**src/rtl/instr_encoder_if.sv**
```systemverilog
// instr_encoder_if: descriptor stream, IMEM write bus and status of the
// RV32I instruction encoder. The loader side uses the master modport and
// the encoder uses the slave modport.
interface instr_encoder_if #(
  parameter int IMEM_DEPTH = 2048,
  parameter int ADDR_W     = $clog2(IMEM_DEPTH)
);
  // control and descriptor stream
  logic              start;
  logic              in_valid;
  logic              in_ready;
  logic [2:0]        in_fmt;
  logic [6:0]        in_opcode;
  logic [2:0]        in_funct3;
  logic [6:0]        in_funct7;
  logic [4:0]        in_rd;
  logic [4:0]        in_rs1;
  logic [4:0]        in_rs2;
  logic [31:0]       in_imm;
  logic              in_last;
  // instruction memory write port
  logic              imem_we;
  logic [ADDR_W-1:0] imem_addr;
  logic [31:0]       imem_wdata;
  // status
  logic              busy;
  logic              done;
  logic [1:0]        err_code;
  logic [ADDR_W:0]   count;

  modport master (
    output start, in_valid, in_fmt, in_opcode, in_funct3, in_funct7,
           in_rd, in_rs1, in_rs2, in_imm, in_last,
    input  in_ready, imem_we, imem_addr, imem_wdata, busy, done, err_code, count
  );

  modport slave (
    input  start, in_valid, in_fmt, in_opcode, in_funct3, in_funct7,
           in_rd, in_rs1, in_rs2, in_imm, in_last,
    output in_ready, imem_we, imem_addr, imem_wdata, busy, done, err_code, count
  );
endinterface

```
**src/rtl/instr_encoder.sv**
```systemverilog
// instr_encoder: packs RV32I instruction descriptors into 32-bit words and
// writes them to instruction memory at consecutive word addresses.
// Optional feature macro: IMM_RANGE_CHECK_EN -- when defined, immediates that
// do not fit their format are rejected with err_code 1; when undefined the
// out-of-range bits are silently truncated by the field mapping.
module instr_encoder #(
  parameter int IMEM_DEPTH = 2048,
  parameter int BASE_ADDR  = 0
) (
  input  logic           clk,
  input  logic           rst_n,
  instr_encoder_if.slave bus
);
  localparam int ADDR_W = $clog2(IMEM_DEPTH);

  typedef enum logic [1:0] {S_IDLE, S_RUN, S_DONE, S_ERR} state_t;

  localparam logic [2:0] FMT_U   = 3'd0;
  localparam logic [2:0] FMT_J   = 3'd1;
  localparam logic [2:0] FMT_I   = 3'd2;
  localparam logic [2:0] FMT_S   = 3'd3;
  localparam logic [2:0] FMT_B   = 3'd4;
  localparam logic [2:0] FMT_R   = 3'd5;
  localparam logic [2:0] FMT_SH  = 3'd6;
  localparam logic [2:0] FMT_ILL = 3'd7;

  localparam logic [1:0] ERR_NONE = 2'd0;
  localparam logic [1:0] ERR_IMM  = 2'd1;
  localparam logic [1:0] ERR_FULL = 2'd2;
  localparam logic [1:0] ERR_FMT  = 2'd3;

  localparam logic [ADDR_W:0]   DEPTH_CNT = (ADDR_W+1)'(IMEM_DEPTH);
  localparam logic [ADDR_W-1:0] BASE      = ADDR_W'(BASE_ADDR);

  state_t            r_state;
  logic              r_imem_we;
  logic [ADDR_W-1:0] r_imem_addr;
  logic [31:0]       r_imem_wdata;
  logic [ADDR_W:0]   r_count;
  logic [1:0]        r_err;
  logic              r_busy;
  logic              r_done;

  logic              w_ready;
  logic              w_accept;
  logic              w_imm_ok;
  logic [31:0]       w_imm;
  logic [31:0]       w_word;
  logic [ADDR_W:0]   w_count_inc;
  logic [ADDR_W-1:0] w_addr;

  // Ready depends only on state, fill level and start -- never on in_valid.
  assign w_ready     = (r_state == S_RUN) && !bus.start && (r_count < DEPTH_CNT);
  assign w_accept    = bus.in_valid && w_ready;
  assign w_imm       = bus.in_imm;
  assign w_count_inc = r_count + 1'b1;
  assign w_addr      = BASE + r_count[ADDR_W-1:0];

  // Pack the descriptor fields into the RV32I word for the selected format.
  always_comb begin
    w_word = 32'd0;
    case (bus.in_fmt)
      FMT_U:  w_word = {w_imm[31:12], bus.in_rd, bus.in_opcode};
      FMT_J:  w_word = {w_imm[20], w_imm[10:1], w_imm[11], w_imm[19:12],
                        bus.in_rd, bus.in_opcode};
      FMT_I:  w_word = {w_imm[11:0], bus.in_rs1, bus.in_funct3, bus.in_rd,
                        bus.in_opcode};
      FMT_SH: w_word = {bus.in_funct7, w_imm[4:0], bus.in_rs1, bus.in_funct3,
                        bus.in_rd, bus.in_opcode};
      FMT_S:  w_word = {w_imm[11:5], bus.in_rs2, bus.in_rs1, bus.in_funct3,
                        w_imm[4:0], bus.in_opcode};
      FMT_B:  w_word = {w_imm[12], w_imm[10:5], bus.in_rs2, bus.in_rs1,
                        bus.in_funct3, w_imm[4:1], w_imm[11], bus.in_opcode};
      FMT_R:  w_word = {bus.in_funct7, bus.in_rs2, bus.in_rs1, bus.in_funct3,
                        bus.in_rd, bus.in_opcode};
      default: w_word = 32'd0;
    endcase
  end

`ifdef IMM_RANGE_CHECK_EN
  // Check that the immediate survives the format's field mapping unchanged.
  always_comb begin
    w_imm_ok = 1'b1;
    case (bus.in_fmt)
      FMT_U:        w_imm_ok = (w_imm[11:0] == 12'd0);
      FMT_J:        w_imm_ok = (w_imm[31:20] == {12{w_imm[20]}}) && !w_imm[0];
      FMT_I, FMT_S: w_imm_ok = (w_imm[31:11] == {21{w_imm[11]}});
      FMT_B:        w_imm_ok = (w_imm[31:12] == {20{w_imm[12]}}) && !w_imm[0];
      FMT_SH:       w_imm_ok = (w_imm[31:5] == 27'd0);
      default:      w_imm_ok = 1'b1;
    endcase
  end
`else
  assign w_imm_ok = 1'b1;
`endif

  // Control FSM: accepts beats, drives the registered write port and status.
  always_ff @(posedge clk or negedge rst_n) begin
    if (!rst_n) begin
      r_state      <= S_IDLE;
      r_imem_we    <= 1'b0;
      r_imem_addr  <= '0;
      r_imem_wdata <= 32'd0;
      r_count      <= '0;
      r_err        <= ERR_NONE;
      r_busy       <= 1'b0;
      r_done       <= 1'b0;
    end else begin
      r_imem_we <= 1'b0;
      if (bus.start) begin
        // start wins over any beat presented in the same cycle
        r_state <= S_RUN;
        r_count <= '0;
        r_err   <= ERR_NONE;
        r_busy  <= 1'b1;
        r_done  <= 1'b0;
      end else if (w_accept) begin
        if (bus.in_fmt == FMT_ILL) begin
          r_state <= S_ERR;
          r_err   <= ERR_FMT;
          r_busy  <= 1'b0;
        end else if (!w_imm_ok) begin
          r_state <= S_ERR;
          r_err   <= ERR_IMM;
          r_busy  <= 1'b0;
        end else begin
          r_imem_we    <= 1'b1;
          r_imem_addr  <= w_addr;
          r_imem_wdata <= w_word;
          r_count      <= w_count_inc;
          if (bus.in_last) begin
            r_state <= S_DONE;
            r_busy  <= 1'b0;
            r_done  <= 1'b1;
          end else if (w_count_inc == DEPTH_CNT) begin
            // this word filled IMEM; it is still written
            r_state <= S_ERR;
            r_err   <= ERR_FULL;
            r_busy  <= 1'b0;
          end
        end
      end
    end
  end

  assign bus.in_ready   = w_ready;
  assign bus.imem_we    = r_imem_we;
  assign bus.imem_addr  = r_imem_addr;
  assign bus.imem_wdata = r_imem_wdata;
  assign bus.count      = r_count;
  assign bus.err_code   = r_err;
  assign bus.busy       = r_busy;
  assign bus.done       = r_done;
endmodule

```
**src/flat_wrapper.sv**
```systemverilog
// flat-port wrapper written by rule: the top's interface ports become plain ports
module instr_encoder_flat 
#(
  parameter int IMEM_DEPTH = 2048,
  parameter int BASE_ADDR  = 0
)
  (clk, rst_n, bus_start, bus_in_valid, bus_in_fmt, bus_in_opcode, bus_in_funct3, bus_in_funct7, bus_in_rd, bus_in_rs1, bus_in_rs2, bus_in_imm, bus_in_last, bus_in_ready, bus_imem_we, bus_imem_addr, bus_imem_wdata, bus_busy, bus_done, bus_err_code, bus_count);
  instr_encoder_if #(.IMEM_DEPTH(IMEM_DEPTH)) bus_i ();
  input  logic clk;
  input  logic rst_n;
  input wire logic [$bits(bus_i.start)-1:0] bus_start;
  input wire logic [$bits(bus_i.in_valid)-1:0] bus_in_valid;
  input wire logic [$bits(bus_i.in_fmt)-1:0] bus_in_fmt;
  input wire logic [$bits(bus_i.in_opcode)-1:0] bus_in_opcode;
  input wire logic [$bits(bus_i.in_funct3)-1:0] bus_in_funct3;
  input wire logic [$bits(bus_i.in_funct7)-1:0] bus_in_funct7;
  input wire logic [$bits(bus_i.in_rd)-1:0] bus_in_rd;
  input wire logic [$bits(bus_i.in_rs1)-1:0] bus_in_rs1;
  input wire logic [$bits(bus_i.in_rs2)-1:0] bus_in_rs2;
  input wire logic [$bits(bus_i.in_imm)-1:0] bus_in_imm;
  input wire logic [$bits(bus_i.in_last)-1:0] bus_in_last;
  output wire logic [$bits(bus_i.in_ready)-1:0] bus_in_ready;
  output wire logic [$bits(bus_i.imem_we)-1:0] bus_imem_we;
  output wire logic [$bits(bus_i.imem_addr)-1:0] bus_imem_addr;
  output wire logic [$bits(bus_i.imem_wdata)-1:0] bus_imem_wdata;
  output wire logic [$bits(bus_i.busy)-1:0] bus_busy;
  output wire logic [$bits(bus_i.done)-1:0] bus_done;
  output wire logic [$bits(bus_i.err_code)-1:0] bus_err_code;
  output wire logic [$bits(bus_i.count)-1:0] bus_count;
  assign bus_i.start = bus_start;
  assign bus_i.in_valid = bus_in_valid;
  assign bus_i.in_fmt = bus_in_fmt;
  assign bus_i.in_opcode = bus_in_opcode;
  assign bus_i.in_funct3 = bus_in_funct3;
  assign bus_i.in_funct7 = bus_in_funct7;
  assign bus_i.in_rd = bus_in_rd;
  assign bus_i.in_rs1 = bus_in_rs1;
  assign bus_i.in_rs2 = bus_in_rs2;
  assign bus_i.in_imm = bus_in_imm;
  assign bus_i.in_last = bus_in_last;
  assign bus_in_ready = bus_i.in_ready;
  assign bus_imem_we = bus_i.imem_we;
  assign bus_imem_addr = bus_i.imem_addr;
  assign bus_imem_wdata = bus_i.imem_wdata;
  assign bus_busy = bus_i.busy;
  assign bus_done = bus_i.done;
  assign bus_err_code = bus_i.err_code;
  assign bus_count = bus_i.count;
  instr_encoder #(.IMEM_DEPTH(IMEM_DEPTH), .BASE_ADDR(BASE_ADDR)) u_core (.clk(clk), .rst_n(rst_n), .bus(bus_i));
endmodule
```
**config.mk**
```make
export PLATFORM = sky130hd
export DESIGN_NAME = instr_encoder_flat
export DESIGN_NICKNAME = d
export VERILOG_FILES = /design/src/rtl/instr_encoder_if.sv /design/src/rtl/instr_encoder.sv /design/src/flat_wrapper.sv
export SDC_FILE = /design/constraint.sdc
export NUM_CORES = 1
export LEC_CHECK = 0
export ABC_AREA = 1
export BUFFER_PORTS_ARGS = -buffer_cell sky130_fd_sc_hd__buf_4
export CORE_MARGIN = 8
export CORE_UTILIZATION = 43
export DETAILED_ROUTE_END_ITERATION = 8
export MAX_ROUTING_LAYER = met4
export PLACE_DENSITY = 0.8
export SETUP_SLACK_MARGIN = 0.02
export SYNTH_ARGS = -nofsm -noshare
export SYNTH_HDL_FRONTEND = slang
export SYNTH_SLANG_ARGS = --single-unit
export TNS_END_PERCENT = 100
```
**constraint.sdc**
```tcl
create_clock -name clk -period 1.45 [get_ports clk]
set_input_delay 0.29 -clock clk [delete_from_list [all_inputs] [get_ports clk]]
set_output_delay 0.29 -clock clk [all_outputs]
set_load 0.05 [all_outputs]
```
# Word-level counts from Yosys, hierarchy flattened
# Index checks and enable logic that the tools add are counted.
# op_classes
addsub	1
n_lt_le_gt_ge	1
eq_ne	11
mux	26
n_bitwise	2
reduce_logical	14
# ops
op	n
case mux 32 bit (7 select lines)	1
2-to-1 mux 12 bit	3
2-to-1 mux 2 bit	10
adder 12 x 1 -> 12 bit, second input constant	1
== test 12 bit, second input constant	1
== test 3 bit, second input constant	4
< comparator 12 bit, second input constant	1
2-to-1 mux 1 bit	12
AND reduction 3 bit	3
== test 3 x 2 -> 1 bit, second input constant	2
AND reduction 2 bit	2
nonzero test 2 bit	2
nonzero test 4 bit	1
== test 3 x 1 -> 1 bit, second input constant	1
logical AND 1 bit	3
logical NOT 3 bit	1
inequality test 3 x 2 -> 1 bit, second input constant	1
nonzero test 3 bit	1
== test 2 x 1 -> 1 bit, second input constant	1
inequality test 2 bit, second input constant	1
NOT 1 bit	2
logical NOT 1 bit	1
# totals
reg_bits	62
out_inout_bits	61
elab_cells	63

# Logic depth before layout (Yosys ltp)
# Gate-level depths: netlist of the first run.
# depth
depth_word	7
ltp_mapped	14
depth_no_buf	14

# Least setup slack after synthesis of the first run
# No wires, ideal clock.
# synth_timing
path_type	reg2reg
start	reg u_core.r_count[11], in the netlist u_core.bus.count[11]
end	reg u_core.r_imem_wdata[14], in the netlist u_core.bus.imem_wdata[14]
setup_ns	0.120
t_arrival_ns	1.911
required_ns	1.330
setup_slack_ns	-0.582
stages_incl_launch_ff	9
n_path_buf	2
path_cell_list	dfrtp_1 -> nor3_4 -> nand2_2 -> nor2_2 -> buf_4 -> buf_6 -> nand3_1 -> o21ai_0 -> inv_1
# synth_via
elab_chain_len	4
# synth_rtl
item	line_no	source
start, declared	instr_encoder.sv:39	logic [ADDR_W:0] r_count;
start signal, assigned	instr_encoder.sv:130	r_count <= w_count_inc;
< comparator 12 bit	instr_encoder.sv:53	assign w_ready = (r_state == S_RUN) && !bus.start && (r_count < DEPTH_CNT);
logical AND 1 bit	instr_encoder.sv:53	
net bus_in_ready	flat_wrapper.sv:22	output wire logic [$bits(bus_i.in_ready)-1:0] bus_in_ready;
logical AND 1 bit	instr_encoder.sv:54	assign w_accept = bus.in_valid && w_ready;
AND reduction 3 bit (no source line)	n/a	
end signal, assigned	instr_encoder.sv:129	r_imem_wdata <= w_word;
end, declared	instr_encoder.sv:38	logic [31:0] r_imem_wdata;
# The timed path passes the listed nets, and every way through them passes these cells.
# A chain may end at the register's enable or synchronous reset.

# Worst setup path in the final report of the first run
# layout_timing
start	reg u_core.r_count[0], in the netlist u_core.bus.count[0]
end	reg u_core.r_busy, in the netlist u_core.bus.busy
# layout_via
elab_chain_len	5
word_cells_on_any_way	8
classes_between	add/sub: 1; order compare: 1; eq/ne: 1; reduce/logical: 5
# layout_rtl
item	line_no	source
branches (longest 4 deep; another with adder 12 x 1 -> 12 bit)	n/a	
AND reduction 2 bit (no source line) *	n/a	
end signal, assigned	instr_encoder.sv:106	r_busy <= 1'b0;
end signal, assigned	instr_encoder.sv:115	r_busy <= 1'b1;
end signal, assigned	instr_encoder.sv:121	r_busy <= 1'b0;
end, declared	instr_encoder.sv:41	logic r_busy;
# Mark *: on every way between the ends.

==> impl_metrics.toml, run 1 <==
[worst_setup_path]
cp_max_fo = 4
worstPathArrival_ns = 1.97
path_class = "reg -> reg"
startpoint_type = "flop"
end_kind = "flop"
worstPathRequired_ns = 1.70

[yosys]
synth.top_cell.area_share_pct = 49.8
postSynthCellCount = 403
ys_seq_area_share_pct = 49.8
netlist_area_um2 = 3120
syn_nets = 477
avgSynthCellArea_um2 = 7.74
synth_commonest_cells = "126 x nand2_1, 62 x dfrtp_1, 41 x inv_1"
ys_types = 29
yosysMostFrequentCell = "nand2_1"
synth-main-ff-cell = "dfrtp_1"
async_flop_share_pct = 100
synth_area_leaders = "dfrtp_1 50%, nand2_1 15%, o21ai_0 5.8%, nand3_1 5.0%, inv_1 4.9%"
ys_ff_latch = 62
synth_area_leader_cell = "dfrtp_1"
yosysWarningCount = 0
synth_edf_count = 0

[die]
dieHeight_um = 101
rows = 31
die-width_um = 101
fp.dieArea_um2 = 10200
start_util_pct = 43.7
io-pin-count = 133
coreArea_um2 = 7140

[clocking]
htree_levels = 3
clock-sinks = 62
clk_pin_slew_ns = 0.08
cts_made_buffers = 9
clk_path_buf_depth = 2
cts_root_buffer = "clkbuf_8"
clk_latency_ns = 0.35
cts_tree = "built"

[global_route]
grt_pass1_vias = 3834
grt_overflow = 0
antenna_found_initial = 0
grt_max_degree = 41
grtUsageTotal_pct = 23.1
grt_pass1_wl_um = 18100

[sta]
setup_ws_ns = -0.269
hold_violations = 0
timing.fmax_ghz = 0.582
fin_crit_ns = 1.72
setup_viol = 61
max_slew_margin_pct = 63.5
worst_pin_slew_ns = 0.547
slew_viol_final = 0
min_period_over_period_pct = 119
worst_clock_skew_ns = 0.00755
setup_tns_ns = -7.13
rsz0062_at_grt = "yes"

[route]
first_pass_iters = 4
postRouteAntennaNets = 0
vias = 3707
routedWlPerCell_um = 17.5
viasPerCell = 5.21
drcViolationCount = 0
first_iter_violations = 162
routed_wl_um = 12500

[run]
maxCapViolCount = 0

[run_status]
status = "finished with violations"
violations = "setup timing"

[final_layout]
layout.nets = 682
insertedDiodeCount = 0
layout-drive-gt1-share_pct = 55.0
utilization_pct = 79.8
area_growth_pct = 82.5

[power_and_ir_drop]
ir_drop_v = 0.00129
total_power_uw = 7200
p_leak_uw = 0.00278
powerDensity_nw_per_um2 = 1260

[place]
gp_congestion = 0.951
hpwl_um = 7690
io_buffers = 132

[worst_hold_path]
hp-class = "in -> reg"
[final timing paths]
path                                            from                         to  slack (ns)  depth (start not counted)
max in group asynchronous                      rst_n  u_core.bus.imem_wdata[22]        0.55                          3
max                              u_core.bus.count[0]            u_core.bus.busy       -0.27                         13
min                                 bus_in_opcode[4]   u_core.bus.imem_wdata[4]        0.14                          3
max reg2reg                      u_core.bus.count[0]            u_core.bus.busy       -0.27                         13
min in group asynchronous                      rst_n    u_core.bus.imem_addr[5]        0.38                          2
min reg2reg                u_core.bus.imem_wdata[17]  u_core.bus.imem_wdata[17]        0.49                          2
[final cells by class]
| type | count | area (um^2) |
|---|---|---|
| clock buffers | 10 | 138 |
| clock inverters | 6 | 37.5 |
| fillers | 453 | 1450 |
| inverters | 43 | 166 |
| multi-input cells | 285 | 1770 |
| flip-flops and latches | 62 | 1560 |
| well taps | 99 | 124 |
| repair buffers | 207 | 1890 |
[what timing repair did]
action / 4_1_cts / 5_1_grt
buffers inserted: 15 / 8
setup endpoints to repair: 59 / 68
hold buffers: 1 / 0
pin swaps: 14 / 13
resized for setup: 97 / 75
endpoints found under the hold margin: 22 / 0
gates cloned: 6 / 2
[critical path: stages (launching register included)]
cell,delay [ns]
dfrtp_2,0.44
ha_4,0.19
nor2_2,0.10
nor2_1,0.07
nor2_1,0.10
nand2_1,0.07
nor2_1,0.08
nand2_1,0.06
nor2_1,0.10
nand2_1,0.12
nand3_2,0.10
nand2_2,0.07
nand2_1,0.07
nand2_1,0.05
[per-layer routing]
metal	global-route usage (%)	wire length, um	vias to the layer above
li1	-	-	1736
met1	24.9	4750	1766
met2	38.9	6550	175
met3	6.32	857	30
met4	10.1	299	0
met5	-	0	-
[logic make-up (layout without fill, tap and decap cells)]
logic type	count (synthesis)	after routing	synth area share (%)
xor+xnor	2	2	0.562
flops	62	62	49.8
simple gates	208	208	28.4
compound gates	73	73	12.7
buf+inv	56	266	7.74
fa+ha+maj	2	2	0.802
[cells in the final DEF (no fill, tap or decap), types with 3 or more instances in the layout]
cell type   instances
nand2_1            96
o21ai_2            18
clkinv_2            3
buf_12              8
buf_6              22
nand2_4             7
inv_1              40
nor2_1             22
a31oi_1            10
nor2_4             10
buf_4             165
o21ai_1            11
o21ai_0            10
dfrtp_1            54
nand2_2            27
nand4_1             3
dfrtp_2             8
nor2_2              7
a21oi_2            11
clkinvlp_4          3
nand3_1            20
clkbuf_8           10
buf_8               5
buf_16              4
nand3_2            12
[metrics by stage]
| step | area [um^2] | setup slack, ns | std cells | hold WS, ns |
|---|---|---|---|---|
| final | 5690 | -0.269 | 712 | 0.139 |
| after global routing | 5690 | -0.484 | 712 | 0.142 |
| after CTS | 5360 | -0.189 | 707 | 0.128 |
| after detailed placement | 4620 | -0.221 | 670 | 0.211 |
| after global placement | 4620 | -0.126 | 670 | 0.205 |
| after floorplan | 3180 | -0.393 | 403 | -0.00559 |
[power by group]
group	leakage (uW)	switching [uW]	internal, uW
Clock	0.0000841	758	657
Combinational	0.00192	2190	1110
Sequential	0.000774	343	2140
Total	0.00278	3290	3910
[registers in the layout, indices dropped and copies added (netlist names)]
register	flops
u_core.bus.count	12
u_core.bus.done	1
u_core.bus.busy	1
u_core.bus.imem_wdata	32
u_core.bus.imem_addr	11
u_core.bus.err_code	2
u_core.r_state	2
u_core.bus.imem_we	1
Power figures use the tool's default switching activity.
==> inputs of run 2 (changes only) <==
==> constraint.sdc (replaced) <==
create_clock -name clk -period 1.45 [get_ports clk]
set_input_delay 0.29 -clock clk [delete_from_list [all_inputs] [get_ports clk]]
set_output_delay 0.29 -clock clk [all_outputs]
set_load 0.005 [all_outputs]
==> run 2 against run 1 <==
The run still ends with setup timing left. Non-clock buffer count down 7. Sequential share of layout area increased by 0.16 points. Die area stayed put. Highest routed layer unchanged. Fmax shrank 9.4%. Design area fell by 1.1%.
==> impl_metrics.toml, run 2 (synthesis gave the netlist of run 1 again) <==
[sta]
setup_ws_ns = -0.448
fin_crit_ns = 1.90
hold_slack_ns = 0.142
hold_violations = 0
timing.fmax_ghz = 0.527
rsz0062_at_grt = "yes"
max_slew_margin_pct = 72.5
worst_clock_skew_ns = 0.00624
slew_viol_final = 0
min_period_over_period_pct = 131
worst_pin_slew_ns = 0.408
setup_viol = 63

[place]
dp.cells = 670
gp_congestion = 0.892
hpwl_um = 7590
post-place-ws_ns = -0.256
io_buffers = 132

[worst_setup_path]
cp_common_cell = "nand2_1"
worstPathArrival_ns = 2.14
slowest_stage = "dfrtp_1"
critPathBufInv = 0
startpoint_type = "flop"
path_class = "reg -> reg"
slowest_delay_ns = 0.41
cp_top_family = "simple AND/OR/NAND/NOR gates"
end_kind = "flop"
reg2reg_slack_ns = -0.45
worstPathRequired_ns = 1.69
cp_max_fo = 4
path_cells = "ha_4 -> nand2_8 -> nor2_4 -> nand2_1 -> nand2_1 -> nand4_1 -> nor2_1 -> nand2_1 -> nand2_2 -> nand3_2 -> nand2_1 -> nand2_1"

[route]
vias = 3811
drcViolationCount = 0
routed_wl_um = 13000
first_iter_violations = 146
first_pass_iters = 5
routedWlPerCell_um = 18.4
viasPerCell = 5.40
postRouteAntennaNets = 0

[global_route]
grt_pass1_vias = 3920
grt_pass1_wl_um = 18300
antenna_found_initial = 0
grt_max_degree = 38
grt_overflow = 0
grtUsageTotal_pct = 23.4

[run_status]
violations = "setup timing"
status = "finished with violations"

[final_layout]
fillCellCount = 462
seqCellArea_um2 = 1550
insertedDiodeCount = 0
largest_reg_flops = 32
final_cell_mix = "173 x buf_4, 109 x nand2_1, 61 x dfrtp_1, 40 x inv_1, 19 x nor2_1"
multi_input_area_um2 = 1720
layout-drive-gt1-share_pct = 50.2
stdcell_count = 706
area_growth_pct = 80.5
mostFrequentLayoutCell = "buf_4"
layout.nets = 676

[clocking]
clk_pin_slew_ns = 0.08
cts_made_buffers = 9
htree_levels = 3
cts_tree = "built"
clock-sinks = 62
clk_latency_ns = 0.35
clk_path_buf_depth = 2
cts_root_buffer = "clkbuf_8"

[die]
fp.dieArea_um2 = 10200
start_util_pct = 43.7
io-pin-count = 133
dieHeight_um = 101
coreArea_um2 = 7140
rows = 31
die-width_um = 101

[power_and_ir_drop]
ir_drop_v = 0.000767
p_leak_uw = 0.00275
powerDensity_nw_per_um2 = 1110

[worst_hold_path]
hp-class = "in -> reg"

[run]
maxCapViolCount = 0
-- run 2: cell types whose count changed in the layout (fill, tap and decap cells not counted), moves of 5 or more --
cell	before	now
buf_6	22	10
buf_4	165	173
o21ai_0	10	15
nand2_1	96	109
nand2_2	27	16
dfrtp_2	8	1
nand3_4	0	5
dfrtp_1	54	61
o21ai_2	18	11
-- run 2: worst paths after layout --
| check | cells after the start | endpoint | start |
|---|---|---|---|
| max in group asynchronous | 3 | u_core.bus.imem_wdata[9] | rst_n |
| min in group asynchronous | 2 | u_core.bus.count[6] | rst_n |
| hold / removal | 3 | u_core.bus.imem_wdata[0] | bus_in_opcode[0] |
| hold reg to reg | 2 | u_core.bus.imem_wdata[1] | u_core.bus.imem_wdata[1] |
| setup / recovery | 12 | u_core.bus.err_code[1] | u_core.bus.count[1] |
| setup reg to reg | 12 | u_core.bus.err_code[1] | u_core.bus.count[1] |
-- run 2: routing by layer --
layer  GRT usage, %  routed length, um  up-vias
li1               -                  -     1711
met1           25.9               5100     1835
met2           39.0               6510      218
met3           5.84                985       47
met4           10.7                396        0
met5              -                  0        -
-- run 2: stage by stage --
stage          TNS, ns  instance area [um^2]  util (%)  total power (uW)
2_1_floorplan   -0.739                  3130         -              2890
3_3_place_gp     -4.18                  4600      64.4              3930
3_5_place_dp     -6.46                  4600      64.4              3980
4_1_cts          -3.24                  5300      74.3              6030
5_1_grt         -12.12                  5630      78.9              6530
6_report         -9.38                  5630      78.9              6230
-- run 2: power breakdown --
part	internal, uW	switching (uW)
logic	1060	775
clock network	1150	748
registers	2140	357
total	4350	1880
-- run 2: final cells by class --
class                   instances  share of cell area [%]
clock buffers                   9                    2.20
well taps                      99                    2.20
multi-input cells             285                    30.5
clock inverters                 7                    2.16
flip-flops and latches         62                    27.6
inverters                      43                    3.09
repair inverters                1                   0.200
repair buffers                200                    32.0
-- run 2: timing repair --
item	CTS	global route
pin swaps	7	9
setup endpoints to repair	57	62
hold endpoints to repair	25	0
resized for setup	74	71
cloned	8	3
hold buffers	1	0
setup buffers	6	5
-- run 2: worst min-delay path, delay by kind of cell --
kind          cells  cell delay, ns
simple gates      2            0.09
buf+inv           1            0.08
==> inputs of run 3 (changes only) <==
--- a/config.mk
+++ b/config.mk
@@ -7,7 +7,7 @@
 export LEC_CHECK = 0
 export ABC_AREA = 1
 export BUFFER_PORTS_ARGS = -buffer_cell sky130_fd_sc_hd__buf_4
-export CORE_MARGIN = 8
+export CORE_MARGIN = 1.5
 export CORE_UTILIZATION = 43
 export DETAILED_ROUTE_END_ITERATION = 8
 export MAX_ROUTING_LAYER = met4
==> constraint.sdc (replaced) <==
create_clock -name clk -period 1.45 [get_ports clk]
set_input_delay 0.0725 -clock clk [delete_from_list [all_inputs] [get_ports clk]]
set_output_delay 0.0725 -clock clk [all_outputs]
set_load 0.005 [all_outputs]
==> run 3 against run 2 <==
The run still ends with setup timing left. Global-route usage is 7.2 points higher. Clock skew barely moved. Worst hold slack got worse by 0.13 ns. Critical path depth unchanged. Design area rose by 5.3%. Die area fell by 24%. Count of clock-buffer cells in the layout increased by 1. Utilization rose by 6.9 points. Critical endpoint is now u_core.bus.busy.
==> impl_metrics.toml, run 3 (synthesis gave the netlist of run 1 again) <==
[sta]
hold_violations = 0
hold_slack_ns = 0.0123
rsz0062_at_grt = "yes"
worst_clock_skew_ns = 0.00594
setup_ws_ns = -0.449
setup_tns_ns = -8.42
slew_viol_final = 0
min_period_over_period_pct = 131
worst_pin_slew_ns = 0.611
fin_crit_ns = 1.90
max_slew_margin_pct = 59.3
setup_viol = 60
timing.fmax_ghz = 0.527

[worst_setup_path]
path_cells = "buf_6 -> nand3_2 -> o21ai_1 -> nand2_1 -> nor2_1 -> nand2_1 -> nor2_2 -> nand2_2 -> nand3_2 -> nand2_2 -> nand2_1 -> nand2_1"
startpoint_type = "flop"
worstPathRequired_ns = 1.68
critPathBufInv = 1
end_kind = "flop"
slowest_delay_ns = 0.41
path_class = "reg -> reg"
cp_common_cell = "nand2_1"
cp_top_family = "simple AND/OR/NAND/NOR gates"
cp_max_fo = 5
worstPathArrival_ns = 2.13
slowest_stage = "dfrtp_1"

[die]
coreArea_um2 = 6910
dieHeight_um = 88.2
start_util_pct = 45.1
fp.dieArea_um2 = 7770
io-pin-count = 133
die-width_um = 88.2
rows = 30

[global_route]
antenna_found_initial = 0
grtUsageTotal_pct = 30.6
grt_pass1_wl_um = 17700
grt_pass1_vias = 3835
grt_max_degree = 36
grt_overflow = 0

[run]
maxCapViolCount = 0

[route]
postRouteAntennaNets = 0
viasPerCell = 5.41
first_pass_iters = 5
first_iter_violations = 210
vias = 3932
routed_wl_um = 12600
routedWlPerCell_um = 17.4
drcViolationCount = 0

[final_layout]
area_growth_pct = 90.0
layout-drive-gt1-share_pct = 51.8
seqCellArea_um2 = 1550
final_cell_mix = "164 x buf_4, 90 x nand2_1, 61 x dfrtp_1, 41 x inv_1, 29 x nand2_2"
largest_reg_flops = 32
mostFrequentLayoutCell = "buf_4"
multi_input_area_um2 = 1830
layout.nets = 700
insertedDiodeCount = 0
fillCellCount = 386

[worst_hold_path]
hp-class = "in -> reg"

[power_and_ir_drop]
ir_drop_v = 0.000732
total_power_uw = 6190
powerDensity_nw_per_um2 = 1040
p_leak_uw = 0.00291

[clocking]
cts_tree = "built"
cts_root_buffer = "clkbuf_8"
clock-sinks = 62
clk_latency_ns = 0.34
cts_made_buffers = 9
htree_levels = 3
clk_path_buf_depth = 2
clk_pin_slew_ns = 0.08

[place]
io_buffers = 132
gp_congestion = 0.933
hpwl_um = 7040

[run_status]
status = "finished with violations"
violations = "setup timing"
run 3: worst paths after layout:
path | startpoint | slack [ns] | depth (start not counted) | endpoint
max | u_core.bus.count[0] | -0.45 | 12 | u_core.bus.busy
min | bus_in_imm[22] | 0.01 | 3 | u_core.bus.imem_wdata[22]
max reg2reg | u_core.bus.count[0] | -0.45 | 12 | u_core.bus.busy
min reg2reg | u_core.bus.imem_wdata[1] | 0.49 | 2 | u_core.bus.imem_wdata[1]
max in group asynchronous | rst_n | 0.69 | 3 | u_core.bus.count[2]
min in group asynchronous | rst_n | 0.24 | 2 | u_core.bus.imem_addr[10]
run 3: tightest hold or removal path, delay by kind of cell:
| kind | cells | cell delay, ns |
|---|---|---|
| AO/OA/AOI/OAI | 2 | 0.16 |
| buffers and inverters | 1 | 0.08 |
run 3: what timing repair did:
item | CTS | global route
endpoints found under the setup margin | 46 | 61
hold buffers | 26 | 0
hold endpoints to repair | 53 | 0
buffers inserted | 14 | 9
cloned | 5 | 4
pin swaps | 10 | 17
gates resized for setup | 93 | 101
run 3: per-stage QoR:
step	area, um^2	cells	setup slack [ns]	util (%)
5_1_grt	5930	727	-0.594	85.8
3_5_place_dp	4540	660	-0.251	65.7
6_report	5930	727	-0.449	85.8
3_3_place_gp	4540	660	-0.139	65.7
4_1_cts	5500	720	-0.243	79.7
2_1_floorplan	3130	403	-0.150	-
run 3: per-layer routing:
metal / track usage, % / vias to the layer above / part of all wire (%)
met4: 13.6 / 0 / 4.5
met2: 52.3 / 238 / 51
li1: - / 1760 / -
met3: 5.18 / 65 / 7.6
met5: - / - / 0
met1: 35.1 / 1869 / 37
run 3: final cells by class:
class | count | share of cell area [%]
repair buffers | 225 | 34.3
multi-input cells | 285 | 30.9
flip-flops and latches | 62 | 26.2
inverters | 43 | 2.81
clock buffers | 10 | 2.32
well taps | 96 | 2.03
clock inverters | 6 | 1.44
run 3: report_power, final:
| part | switching, uW | internal [uW] |
|---|---|---|
| Clock | 735 | 1010 |
| Combinational | 806 | 1130 |
| Sequential | 373 | 2140 |
| Total | 1910 | 4280 |
